File: config.mk
export PLATFORM = sky130hd
export DESIGN_NAME = fsk4_mod
export DESIGN_NICKNAME = d
export VERILOG_FILES = /design/src/rtl/fsk4_mod.sv
export SDC_FILE = /design/constraint.sdc
export NUM_CORES = 1
export LEC_CHECK = 0
export ABC_AREA = 1
export BUFFER_PORTS_ARGS = -buffer_cell sky130_fd_sc_hd__clkbuf_2
export CORE_MARGIN = 5
export CORE_UTILIZATION = 46
export CTS_CLUSTER_DIAMETER = 80
export DETAILED_ROUTE_END_ITERATION = 10
export PLACE_DENSITY = 0.74
export SLEW_MARGIN = 20
export SYNTH_ARGS = -nofsm -noshare
export SYNTH_HDL_FRONTEND = slang
export SYNTH_SLANG_ARGS = --single-unit
File: constraint.sdc
create_clock -name clk_sys -period 1.7 [get_ports clk_sys]
set_input_delay 0.085 -clock clk_sys [delete_from_list [all_inputs] [get_ports clk_sys]]
set_output_delay 0.085 -clock clk_sys [all_outputs]
set_load 0.03 [all_outputs]
File: src/rtl/fsk4_mod.sv
// fsk4_mod: continuous-phase 4FSK modulator.
// Pairs serial bits from the shared bit timebase into Gray-coded symbols,
// steps a phase accumulator by a per-symbol increment and shapes the
// accumulator into an 8-bit triangle sample for the DAC/channel model.
module fsk4_mod #(
  parameter int ACC_W     = 16,
  parameter int FREQ0     = 256,
  parameter int FREQ1     = 512,
  parameter int FREQ2     = 768,
  parameter int FREQ3     = 1024,
  parameter int SAMPLE_PH = 128
) (
  input  logic       clk_sys,
  input  logic       reset,
  input  logic [7:0] phase,
  input  logic [3:0] sign_cnt,
  input  logic       in_bit,
  input  logic       tx_en,
  output logic [1:0] sym_out,
  output logic       sym_strobe,
  output logic       tx_active,
  output logic       nco_msb,
  output logic [7:0] fsk_sample
);

  localparam logic [7:0] SAMPLE_MID = 8'd128;

  // ---------------------------------------------------------------------
  // Timebase decode (phase/sign_cnt are owned by the shared timebase)
  // ---------------------------------------------------------------------
  logic phase_last;
  logic sample_hit;
  logic commit_hit;
  logic frame_hit;

  assign phase_last = (phase == 8'd255);
  assign sample_hit = (phase == SAMPLE_PH[7:0]);
  // A symbol is complete at the last clock of every odd bit period.
  assign commit_hit = phase_last & sign_cnt[0];
  // The frame boundary is also the commit of bits 14/15.
  assign frame_hit  = phase_last & (sign_cnt == 4'd15);

  // ---------------------------------------------------------------------
  // Gray-coded increment table: index is the symbol value {hi,lo};
  // 00->FREQ0, 01->FREQ1, 11->FREQ2, 10->FREQ3 so adjacent tones differ
  // by one bit.
  // ---------------------------------------------------------------------
  logic [ACC_W-1:0] inc_tbl [4];

  genvar gi;
  generate
    for (gi = 0; gi < 4; gi++) begin : g_inc
      localparam int GRAY_FREQ = (gi == 0) ? FREQ0 :
                                 (gi == 1) ? FREQ1 :
                                 (gi == 3) ? FREQ2 : FREQ3;
      assign inc_tbl[gi] = ACC_W'(GRAY_FREQ);
    end
  endgenerate

  // ---------------------------------------------------------------------
  // State
  // ---------------------------------------------------------------------
  logic             b_hi_reg;
  logic             b_lo_reg;
  logic             run_reg;
  logic [1:0]       sym_reg;
  logic             strobe_reg;
  logic             active_reg;
  logic [ACC_W-1:0] acc_reg;
  logic [ACC_W-1:0] acc_next;
  logic             msb_reg;
  logic             msb_next;
  logic [7:0]       sample_reg;
  logic [7:0]       sample_next;
  logic [7:0]       tri_t;

  // Mid-bit sampling: even bit index fills the symbol MSB, odd the LSB.
  always_ff @(posedge clk_sys or posedge reset) begin
    if (reset) begin
      b_hi_reg <= 1'b0;
      b_lo_reg <= 1'b0;
    end else if (sample_hit) begin
      if (sign_cnt[0]) begin
        b_lo_reg <= in_bit;
      end else begin
        b_hi_reg <= in_bit;
      end
    end
  end

  // Transmit request is latched only at the frame boundary so a frame
  // is either fully modulated or not at all.
  always_ff @(posedge clk_sys or posedge reset) begin
    if (reset) begin
      run_reg <= 1'b0;
    end else if (frame_hit) begin
      run_reg <= tx_en;
    end
  end

  // Symbol commit; tx_active takes the pre-update run flag so bits 14/15
  // of a running frame are still modulated during bits 0/1 of the next.
  always_ff @(posedge clk_sys or posedge reset) begin
    if (reset) begin
      sym_reg    <= 2'b00;
      strobe_reg <= 1'b0;
      active_reg <= 1'b0;
    end else begin
      strobe_reg <= commit_hit;
      if (commit_hit) begin
        sym_reg    <= {b_hi_reg, b_lo_reg};
        active_reg <= run_reg;
      end
    end
  end

  // NCO step selection; the accumulator is never cleared on a symbol
  // change, which keeps the output phase continuous.
  always_comb begin
    acc_next = acc_reg;
    if (active_reg) begin
      acc_next = acc_reg + inc_tbl[sym_reg];
    end
  end

  // Phase accumulator register (wraps naturally modulo 2^ACC_W).
  always_ff @(posedge clk_sys or posedge reset) begin
    if (reset) begin
      acc_reg <= '0;
    end else begin
      acc_reg <= acc_next;
    end
  end

  // Triangle shaping: fold the upper half of the phase circle downwards.
  assign tri_t = acc_reg[ACC_W-2 -: 8];

  // Output shaping from the current accumulator; mid-scale when idle.
  always_comb begin
    sample_next = SAMPLE_MID;
    msb_next    = 1'b0;
    if (active_reg) begin
      sample_next = acc_reg[ACC_W-1] ? ~tri_t : tri_t;
      msb_next    = acc_reg[ACC_W-1];
    end
  end

  // Output register, one clock behind the accumulator.
  always_ff @(posedge clk_sys or posedge reset) begin
    if (reset) begin
      sample_reg <= SAMPLE_MID;
      msb_reg    <= 1'b0;
    end else begin
      sample_reg <= sample_next;
      msb_reg    <= msb_next;
    end
  end

  assign sym_out    = sym_reg;
  assign sym_strobe = strobe_reg;
  assign tx_active  = active_reg;
  assign nco_msb    = msb_reg;
  assign fsk_sample = sample_reg;

endmodule
After elaboration in Yosys (flattened, before gate mapping):

Cells that the tools add are included.

* add/sub/neg operators: 1
* order comparisons: 1
* equal/unequal tests: 3
* mux-type cells: 6
* bitwise operators: 5
* reductions and logical operators: 2

Operators with widths (count)
* $bmux W16 S2: 1
* $mux W16: 2
* $add A16 B16 Y16: 1
* $eq A8 B8 Y1 const B: 2
* $mux W8: 2
* $not A8 Y8: 1
* $eq A4 B4 Y1 const B: 1
* $reduce_and A2 Y1: 2
* $ge A3 B3 Y1 const B: 1
* $not A2 Y3: 1
* $and A1 B1 Y1: 2
* $mux W1: 1
* $not A1 Y1: 1

* register bits after elaboration: 32
* input port bits: 16
* output and inout port bits: 13
* logic and storage cells: 27

Depth between registers and ports, before layout:

Gate-level depths: netlist (run 1).

* depth after elaboration: 5
* gate-level depth with buffers: 9
* gate-level depth less buffers: 9

Worst setup path after synthesis (run 1):

No wires, ideal clock.

* path type: reg2reg
* from: register sym_reg[0], in the netlist sym_out[0]
* to: register acc_reg[14]
* setup time: 126 ps
* arrival time: 1904 ps
* data required time: 1574 ps
* slack: -329 ps
* stages on the path, launching flop included: 10
* path buffers: 0
* clock period less this slack: 2029 ps
* path through: dfrtp_1 inv_1 ha_1 ha_1 fa_1 nand2_1 nand2_1 nand3_1 nor2_1 xor2_1

* longest elaborated chain between the ends: 5

RTL lines
* from (decl): RTL line 66 `logic [1:0] sym_reg;`
* from (signal assigned): RTL line 111 `sym_reg <= {b_hi_reg, b_lo_reg};`
* $not A2 Y3 (implied by the code): RTL line 122 `acc_next = acc_reg + inc_tbl[sym_reg];`
* $bmux W16 S2: RTL line 122
* $mux W16 (implied by the code) (2 in series): RTL line 122
* $add A16 B16 Y16: RTL line 122
* to (signal assigned): RTL line 131 `acc_reg <= acc_next;`
* to (decl): RTL line 69 `logic [ACC_W-1:0] acc_reg;`

No other way between the ends. The select of a mux whose other input is x is not followed.
A chain may end at the register's enable or synchronous reset.

Final worst setup path (run 1):

* from: register sym_reg[1], in the netlist sym_out[1]
* to: register acc_reg[14]

The elaborated chain is that of the path after synthesis.

==> out/summary.txt, run 1 <==
Global-route wire length before repair = 4030 µm
Initial Utilization = 0.495
Critical Path AT = 1940 ps
Initial DRC count = 22
Detail-routed net length per standard cell = 10.7 µm
Crit path kind = flop to flop
Mapped Avg Cell Area = 8.27 µm²
Maxcap violations = 0
Fin crit share = 1.01
Area grow syn2layout = 26.5%
Minimum clock period = 1720 ps
Synth Register Bits = 23
Required time worst endpoint = 1920 ps
Worst setup endpoint = acc_reg[14]
Vias/cell = 4.81
Endpoints failing hold = 0
Total nets after synthesis = 156
Worst Slack Setup Final = -16.7 ps
Levels on crit path = 8
HP Class = primary input to flop
Worst path bufs/invs = 0
Die width = 59.3 µm
Met1 Usage GRT = 0.177
Hold WS = 23.2 ps
Setup violators final = 1
Met2 capacity usage during global routing = 0.256
Clock Latency Late Sink = 310 ps
Cells after Synth = 135
Cells on worst reg2reg path = 8
Number of core rows = 17
Commonest non-fill, non-tap cell in the layout = nand2_1
Via count = 962
Nets@finish = 194
TritonCTS clock tree = yes
Detail Route Antenna Nets = 0
Share of cells above drive strength 1 = 0.297
Worst r2r src = sym_out[1]
Critical path peak fanout = 2
IO Pins = 29
Count of cell types in the netlist = 20
Initial antenna violation count = 0
Failing checks = setup timing
Syn. warnings = 0
CP max-delay cell = dfrtp_2
CTS root buf = clkbuf_4
CTS Buffer Depth = 2
Startpoint Class = flop
Core area = 2250 µm²
Sequential share of the synthesized area = 0.517
Post-Place Cells = 192
Num CTS Buffers = 3
Htree depth = 1
Most frequent cells in the layout = 31 x nand2_1, 28 x clkbuf_2, 20 x dfrtp_1
Critical path's top delay family = adder cells
CP cell instances = ha_4, ha_4, fa_2, nand2_2, nand2_2, nand3_2, nor2_2, xor2_1
Post-route insts no fill = 200
Port buffer count = 28
Vias in the first global route = 962
Slew margin rel. = 0.810
DRC violations left = 0
CTS sink count = 23
Total global routing track utilization = 0.149
CP peak stage delay = 440 ps
WL final = 2150 µm
# diodes = 0
Router iterations before antenna repair = 4
RSZ-0062 raised after global routing = true
Placer Congestion = 0.838
M3 GR Usage = 0.0283
Largest net degree at the start of global routing = 21
Max Slew Vio Count = 0
Global route overflow = 0
Clock slew at reported path FFs = 130 ps
Max IR drop VDD = 0.430 mV
Slew at the pin with the worst max-slew slack = 285 ps
Status = finished, violations left
Chip Height = 59.3 µm
Endpoint type of the worst setup path = flop
CP startpoint = sym_out[1]
Worst Skew = 6.86 ps
P per Cell Area = 610 nW/µm²
Die area = 3510 µm²
Lkg Pwr = 0.754 nW
Maximum clock rate = 0.583 GHz
R2R setup slack = -20 ps
Mapped cell area = 1120 µm²
R2r endpoint = acc_reg[14]
Detailed placer's ending HPWL = 1700 µm
GRT busiest layer = met2
## worst min-delay path by stage
stage	startpoint	cells after the start	slack (ps)	to
after global routing	sign_cnt[0]	3	30	b_lo_reg
after CTS	sign_cnt[0]	3	10	b_lo_reg
after detailed placement	reset	2	-50	b_lo_reg
after floorplan	reset	1	90	acc_reg[10]
after global placement	reset	2	-60	sym_strobe
final	sign_cnt[0]	3	20	b_lo_reg
## power breakdown
part / internal, mW / switching [mW]
clock network: 0.0880 / 0.167
registers: 0.550 / 0.00178
logic: 0.0252 / 0.0295
## what timing repair did
item / in CTS / in global routing
resized for setup: 1 / 2
gates cloned: 0 / 0
hold buffers: 3 / 0
setup endpoints to repair: 1 / 1
setup buffers: 0 / 1
pin swaps: 0 / 2
hold endpoints to repair: 25 / 0
## kinds of logic after synthesis
kind of cell | after synthesis | synth area share
buffers and inverters | 24 | 0.0863
AOI/OAI and AO/OA | 20 | 0.0930
adders and majority gates | 5 | 0.0628
xor gates and xnor gates | 2 | 0.0157
and+or+nand+nor | 61 | 0.225
DFF | 23 | 0.517
## cell usage after synthesis, drive strengths merged
library cell / number / share of area
a21oi: 7 / 0.031
o21ai: 11 / 0.049
buf: 3 / 0.016
nor3: 2 / 0.0090
ha: 4 / 0.045
inv: 21 / 0.071
o22ai: 1 / 0.0056
a21o: 1 / 0.0067
dfrtp: 22 / 0.49
nor2: 17 / 0.059
xor2: 2 / 0.016
fa: 1 / 0.018
nand4: 1 / 0.0056
nand2: 33 / 0.11
dfstp: 1 / 0.024
nand3: 8 / 0.040
## worst reg2reg max path: stages (launching register included)
cell     delay, ps
dfrtp_2        440
ha_4           250
ha_4           160
fa_2           390
nand2_2         90
nand2_2         60
nand3_2         70
nor2_2          40
xor2_1         130
## per-layer routing
metal / vias to the layer above / part of all wire
met5: - / 0
met4: 0 / 0.020
met3: 5 / 0.062
met2: 26 / 0.48
met1: 432 / 0.44
li1: 499 / -
## metrics by stage
| stage | setup slack, ps | power [mW] | area (µm²) | TNS [ps] | util |
|---|---|---|---|---|---|
| final | -16.7 | 0.861 | 1410 | -16.7 | 0.626 |
| after global routing | -69.5 | 0.904 | 1410 | -134 | 0.626 |
| after CTS | 2.73 | 0.877 | 1400 | 0 | 0.620 |
| after detailed placement | 5.77 | 0.613 | 1340 | 0 | 0.594 |
| after global placement | 22.3 | 0.610 | 1340 | 0 | 0.594 |
| after floorplan | -78.7 | 0.585 | 1150 | -78.7 | - |
## layout make-up
type	instances	area, µm²
repair buffers	36	208
inverters	21	78.8
clock buffers	3	22.5
multi-input cells	88	483
clock inverters	1	5.00
fillers	211	843
well taps	28	35.0
flip-flops and latches	23	579
Note: power is estimated with default switching activity, not from simulation.
==> run 2, diff against run 1 <==
==> config.mk (replaced) <==
export PLATFORM = sky130hd
export DESIGN_NAME = fsk4_mod
export DESIGN_NICKNAME = d
export VERILOG_FILES = /design/src/rtl/fsk4_mod.sv
export SDC_FILE = /design/constraint.sdc
export NUM_CORES = 1
export LEC_CHECK = 0
export CORE_MARGIN = 5
export CORE_UTILIZATION = 51
export CTS_CLUSTER_DIAMETER = 80
export DETAILED_ROUTE_END_ITERATION = 10
export DONT_BUFFER_PORTS = 1
export PLACE_DENSITY = 0.69
export SLEW_MARGIN = 20
export SYNTH_ARGS = -nofsm -noshare
export SYNTH_HDL_FRONTEND = slang
export SYNTH_SLANG_ARGS = --single-unit
==> run 2 against run 1 <==
  * The flow now finishes without violations
  * Critical path depth down 2
  * Final area down 13%
  * Worst hold slack better by 7.9 ps
==> out/summary.txt, run 2 <==
Status = finished, final reports clean
Max IR drop VDD = 0.495 mV
CTS Buffer Depth = 2
Slew margin rel. = 0.624
Syn. warnings = 0
Setup violators final = 0
CP most frequent cell = ha_4
Initial antenna violation count = 0
IO Pins = 29
Critical path peak fanout = 2
Vias in the first global route = 690
Detailed placer's ending HPWL = 1260 µm
Critical Path AT = 1860 ps
Total global routing track utilization = 0.128
Pre-CTS setup slack = 32.9 ps
Gate power share = 0.039
Share of cells above drive strength 1 = 0.232
Port buffer count = 0
Hold path endpoint = b_hi_reg
EDFF count, synth = 0
Multi-input logic area = 478 µm²
Count of cell types in the netlist = 23
Worst Hold Depth = 2
Number of core rows = 16
Slew at the pin with the worst max-slew slack = 560 ps
Max Slew Vio Count = 0
Htree depth = 1
WL final = 1680 µm
Chip Height = 55.5 µm
Levels on crit path = 6
CP cell instances = ha_4, ha_4, fa_2, a21oi_2, nor2_1, xor2_1
Cells on worst reg2reg path = 6
Total nets after synthesis = 109
CP max-delay cell = dfrtp_2
Sequential share of the synthesized area = 0.546
CTS resizes = 0
Min-delay src = sign_cnt[0]
Cells after Synth = 88
Post-synth ARST share = 1.00
Global-route wire length before repair = 3120 µm
Clock share of power = 0.298
Mapped cell area = 1060 µm²
Die width = 55.5 µm
Postcts setup bufs = 0
Global route overflow = 0
Via count = 658
Required time worst endpoint = 1920 ps
# diodes = 0
Clock slew at reported path FFs = 130 ps
Area grow syn2layout = 16.4%
R2R setup slack = 60 ps
Crit path kind = flop to flop
Core area = 1960 µm²
Detail-routed net length per standard cell = 13.3 µm
Placer Congestion = 0.715
Cell accounting for the most synthesized area = dfrtp_1
FF/Latch Area = 579 µm²
Initial Utilization = 0.539
CP peak stage delay = 440 ps
Sw frac = 0.216
Count leader, synth = dfrtp_1
HP Class = primary input to flop
Worst r2r src = sym_out[1]
Worst Slack Setup Final = 56.0 ps
Mapped Avg Cell Area = 12.0 µm²
Nets@finish = 121
TNS Setup = 0 ps
Die area = 3080 µm²
TritonCTS clock tree = yes
Fin util = 0.628
Num CTS Buffers = 3
Most frequent cells in the layout = 20 x dfrtp_1, 10 x xor2_1, 7 x and2_1
Endpoint type of the worst setup path = flop
R2r endpoint = acc_reg[12]
DRC violations left = 0
Post-route cell area = 1230 µm²
Primary FF master, synth = dfrtp_1
Maxcap violations = 0
Reg power frac = 0.663
CTS root buf = clkbuf_4
Vias/cell = 5.22
Post-synth top cells = 22 x dfrtp_1, 10 x xor2_1, 7 x and2_1
Synth Register Bits = 23
Critical path's top delay family = adder cells
Largest cells by area after synthesis = dfrtp_1 52%, xor2_1 8.3%, mux2_2 6.4%, ha_1 4.7%, and2_1 4.1%
Clock Latency Late Sink = 320 ps
P per Cell Area = 677 nW/µm²
Minimum clock period = 1640 ps
Largest net degree at the start of global routing = 15
Startpoint Class = flop
Lkg Pwr = 0.624 nW
RSZ-0062 raised after global routing = true
Share of the synthesized area in the top cell type = 0.521
Initial DRC count = 7
Filler cell count = 161
Worst Skew = 13.7 ps
DP Area = 1140 µm²
Endpoints failing hold = 0
Worst path bufs/invs = 0
Commonest non-fill, non-tap cell in the layout = dfrtp_1
Fin crit share = 0.967
NetSw = 0.180 mW
Internal = 0.654 mW
Detail Route Antenna Nets = 0
CTS sink count = 23
Maximum clock rate = 0.608 GHz
Router iterations before antenna repair = 4
Hold WS = 31.1 ps
==> run 2: cell count changes after synthesis, moves of 6 or more <==
cell     previous run  this run
xor2_1              2        10
nand2_1            33         3
inv_1              20         4
and2_1              0         7
o21ai_0            11         0
mux2_2              0         6
nor2_1             16         3
==> run 2: routing by layer <==
metal,wire [µm],vias to the layer above,share of wire,global-route usage
met5,0,-,0,0
met4,25,0,0.015,0.0625
met3,95,3,0.057,0.0396
met2,793,25,0.47,0.199
met1,765,313,0.46,0.159
li1,-,317,-,-
==> run 2: what timing repair did <==
| action | 4_1_cts | 5_1_grt |
|---|---|---|
| hold endpoints to repair | 16 | 0 |
| endpoints found under the setup margin | 0 | 2 |
| hold buffers | 6 | 0 |
==> run 2: cell type report <==
cell class                      count  share of cell area
Timing Repair Buffer               11              0.0793
Tap cell                           27              0.0274
Clock inverter                      1             0.00407
Multi-Input combinational cell     57               0.388
Sequential cell                    23               0.471
Inverter                            4              0.0122
Clock buffer                        3              0.0183
==> run 2: power groups by stage <==
| stage | registers [mW] | logic [mW] | clock network (mW) |
|---|---|---|---|
| floorplan | 0.563 | 0.0176 | 0 |
| global placement | 0.563 | 0.0236 | 0 |
| detailed placement | 0.563 | 0.0244 | 0 |
| CTS | 0.553 | 0.0338 | 0.257 |
| global route | 0.553 | 0.0385 | 0.276 |
| finish | 0.553 | 0.0326 | 0.249 |
==> run 2: worst max path at each step <==
stage / startpoint / endpoint / slack, ps
floorplan: sym_out[0] / acc_reg[12] / -50
global placement: sym_out[1] / acc_reg[12] / 50
detailed placement: sym_out[1] / acc_reg[12] / 30
CTS: sym_out[1] / acc_reg[12] / 30
global route: sym_out[0] / acc_reg[12] / -8
finish: sym_out[1] / acc_reg[12] / 60
==> run 2: cell families (layout without fill, tap and decap cells) <==
family                     count (synthesis)  after routing  share of synthesized area
AOI/OAI and AO/OA                          6              6                     0.0331
xor gates and xnor gates                  13             13                      0.108
adders and majority gates                  5              5                     0.0663
buffers and inverters                      8             19                     0.0320
DFF                                       23             23                      0.546
muxes                                      8              8                     0.0852
and+or+nand+nor                           25             25                      0.130
==> run 2: worst reg2reg max path: stages, from the launching register on <==
cell and delay, ps:
dfrtp_2 440, ha_4 250, ha_4 160, fa_2 370, a21oi_2 150, nor2_1 60, xor2_1 140
==> run 2: through the flow <==
step	power [mW]	instances
6_report	0.834	126
5_1_grt	0.867	126
4_1_cts	0.843	126
3_5_place_dp	0.587	116
3_3_place_gp	0.586	116
2_1_floorplan	0.580	88
==> run 3, diff against run 2 <==
--- a/config.mk
+++ b/config.mk
@@ -10,7 +10,7 @@
 export CTS_CLUSTER_DIAMETER = 80
 export DETAILED_ROUTE_END_ITERATION = 10
 export DONT_BUFFER_PORTS = 1
-export PLACE_DENSITY = 0.69
+export PLACE_DENSITY = 0.71
 export SLEW_MARGIN = 20
 export SYNTH_ARGS = -nofsm -noshare
 export SYNTH_HDL_FRONTEND = slang
==> run 3 against run 2 <==
  * First-iteration DRC count shrank 57%
  * Critical path type unchanged
  * Flip-flop and latch count is the same
  * Global-route usage grew 0.36 points
  * Sequential power is essentially flat
  * Critical endpoint unchanged
  * Register-to-register slack lost 50 ps
  * Clock power is essentially flat
  * Clock skew shrank 3.7 ps
  * Worst hold slack lost 5.4 ps
  * Clock-buffer cell count grew 1
  * Maximum frequency shrank 3.2%
  * Largest power group unchanged
  * Die area is the same
==> out/summary.txt, run 3 (same netlist as run 2, synthesis figures left out) <==
GRT busiest layer = met2
Placer Congestion = 0.739
Slew at the pin with the worst max-slew slack = 540 ps
TritonCTS clock tree = yes
RSZ-0062 raised after global routing = true
Hold path endpoint = b_hi_reg
Port buffer count = 0
Vias/cell = 5.23
Vias in the first global route = 714
Slew margin rel. = 0.640
Most frequent cells in the layout = 20 x dfrtp_1, 10 x xor2_1, 7 x and2_1
WL final = 1770 µm
TNS Setup = 0 ps
Via count = 649
Router iterations before antenna repair = 4
Minimum clock period = 1700 ps
Initial antenna violation count = 0
Global route overflow = 0
Met2 capacity usage during global routing = 0.220
Min-delay src = sign_cnt[0]
Htree depth = 1
Critical Path AT = 1900 ps
Core area = 1960 µm²
Pre-CTS setup slack = -1.94 ps
HP Class = primary input to flop
Chip Height = 55.5 µm
Required time worst endpoint = 1900 ps
DRC violations left = 0
Status = finished, final reports clean
Detail Route Antenna Nets = 0
Crit path kind = flop to flop
Detail-routed net length per standard cell = 14.3 µm
Worst r2r src = sym_out[0]
Total global routing track utilization = 0.131
Startpoint Class = flop
Critical path peak fanout = 2
Die area = 3080 µm²
Lkg Pwr = 0.611 nW
Initial Utilization = 0.539
Worst Slack Setup Final = 1.37 ps
Clock slew at reported path FFs = 120 ps
Number of core rows = 16
Nets@finish = 119
CTS Buffer Depth = 2
P per Cell Area = 686 nW/µm²
Setup violators final = 0
R2R setup slack = 1 ps
Maxcap violations = 0
Worst Hold Depth = 2
CTS sink count = 23
Die width = 55.5 µm
Area grow syn2layout = 14.7%
Max Slew Vio Count = 0
Endpoints failing hold = 0
Maximum clock rate = 0.589 GHz
# diodes = 0
Detailed placer's ending HPWL = 1420 µm
Met1 Usage GRT = 0.158
IO Pins = 29
Endpoint type of the worst setup path = flop
Worst Skew = 9.93 ps
M3 GR Usage = 0.0350
Max IR drop VDD = 0.429 mV
Global-route wire length before repair = 3220 µm
Fin crit share = 0.999
CTS root buf = clkbuf_4
Largest net degree at the start of global routing = 16
Commonest non-fill, non-tap cell in the layout = dfrtp_1
Num CTS Buffers = 3
Clock Latency Late Sink = 310 ps
Cells on worst reg2reg path = 7
R2r endpoint = acc_reg[12]
Share of cells above drive strength 1 = 0.247
Initial DRC count = 3
run 3: cell types whose count changed in the layout (fill, tap and decap cells not counted), sizes merged:
cell         before  now
dlygate4sd3       6    3
clkbuf            3    4
clkinv            1    0
buf               5    6
run 3: power breakdown:
part           internal, mW  total [mW]  switching, mW
sequential            0.550       0.553        0.00228
combinational        0.0125      0.0294         0.0169
clock                0.0916       0.249          0.158
run 3: layout make-up:
class | instances | area [µm²]
Clock buffer | 4 | 26.3
Multi-Input combinational cell | 57 | 483
Inverter | 4 | 15.0
Sequential cell | 23 | 579
Fill cell | 167 | 749
Timing Repair Buffer | 9 | 75.1
Tap cell | 27 | 33.8
run 3: stage by stage:
stage          power (mW)  std cells  utilization  hold WS (ps)  area, µm²
2_1_floorplan       0.580         88            -          86.0       1090
3_3_place_gp        0.586        117        0.587         -54.8       1150
3_5_place_dp        0.588        117        0.587         -42.0       1150
4_1_cts             0.836        124        0.615          22.0       1210
5_1_grt             0.860        124        0.618          29.4       1210
6_report            0.831        124        0.618          25.7       1210
run 3: timing repair:
| action | in CTS | in global routing |
|---|---|---|
| pin swaps | 1 | 0 |
| setup endpoints to repair | 2 | 3 |
| hold buffers | 3 | 0 |
| buffers inserted | 0 | 0 |
| endpoints found under the hold margin | 25 | 0 |
| gates resized for setup | 0 | 1 |
run 3: worst max-delay path, stage by stage (launching register included):
cell     delay (ps)
dfrtp_2         440
inv_2            70
ha_4            190
ha_4            160
fa_2            380
a21oi_2         150
nor2_1           60
xor2_1          130
run 3: worst max-delay path by stage:
stage               start  cells after the start           to  slack (ps)
2_1_floorplan  sym_out[0]                      7  acc_reg[12]         -50
3_3_place_gp   sym_out[1]                      6  acc_reg[14]          60
3_5_place_dp   sym_out[0]                      7  acc_reg[12]          -2
4_1_cts        sym_out[0]                      7  acc_reg[12]         -10
5_1_grt        sym_out[0]                      7  acc_reg[12]         -90
6_report       sym_out[0]                      7  acc_reg[12]           1
run 3: metal layers:
layer | share of wire | wire, µm
met5 | 0 | 0
met4 | 0.015 | 26
met3 | 0.050 | 89
met2 | 0.50 | 890
met1 | 0.43 | 767
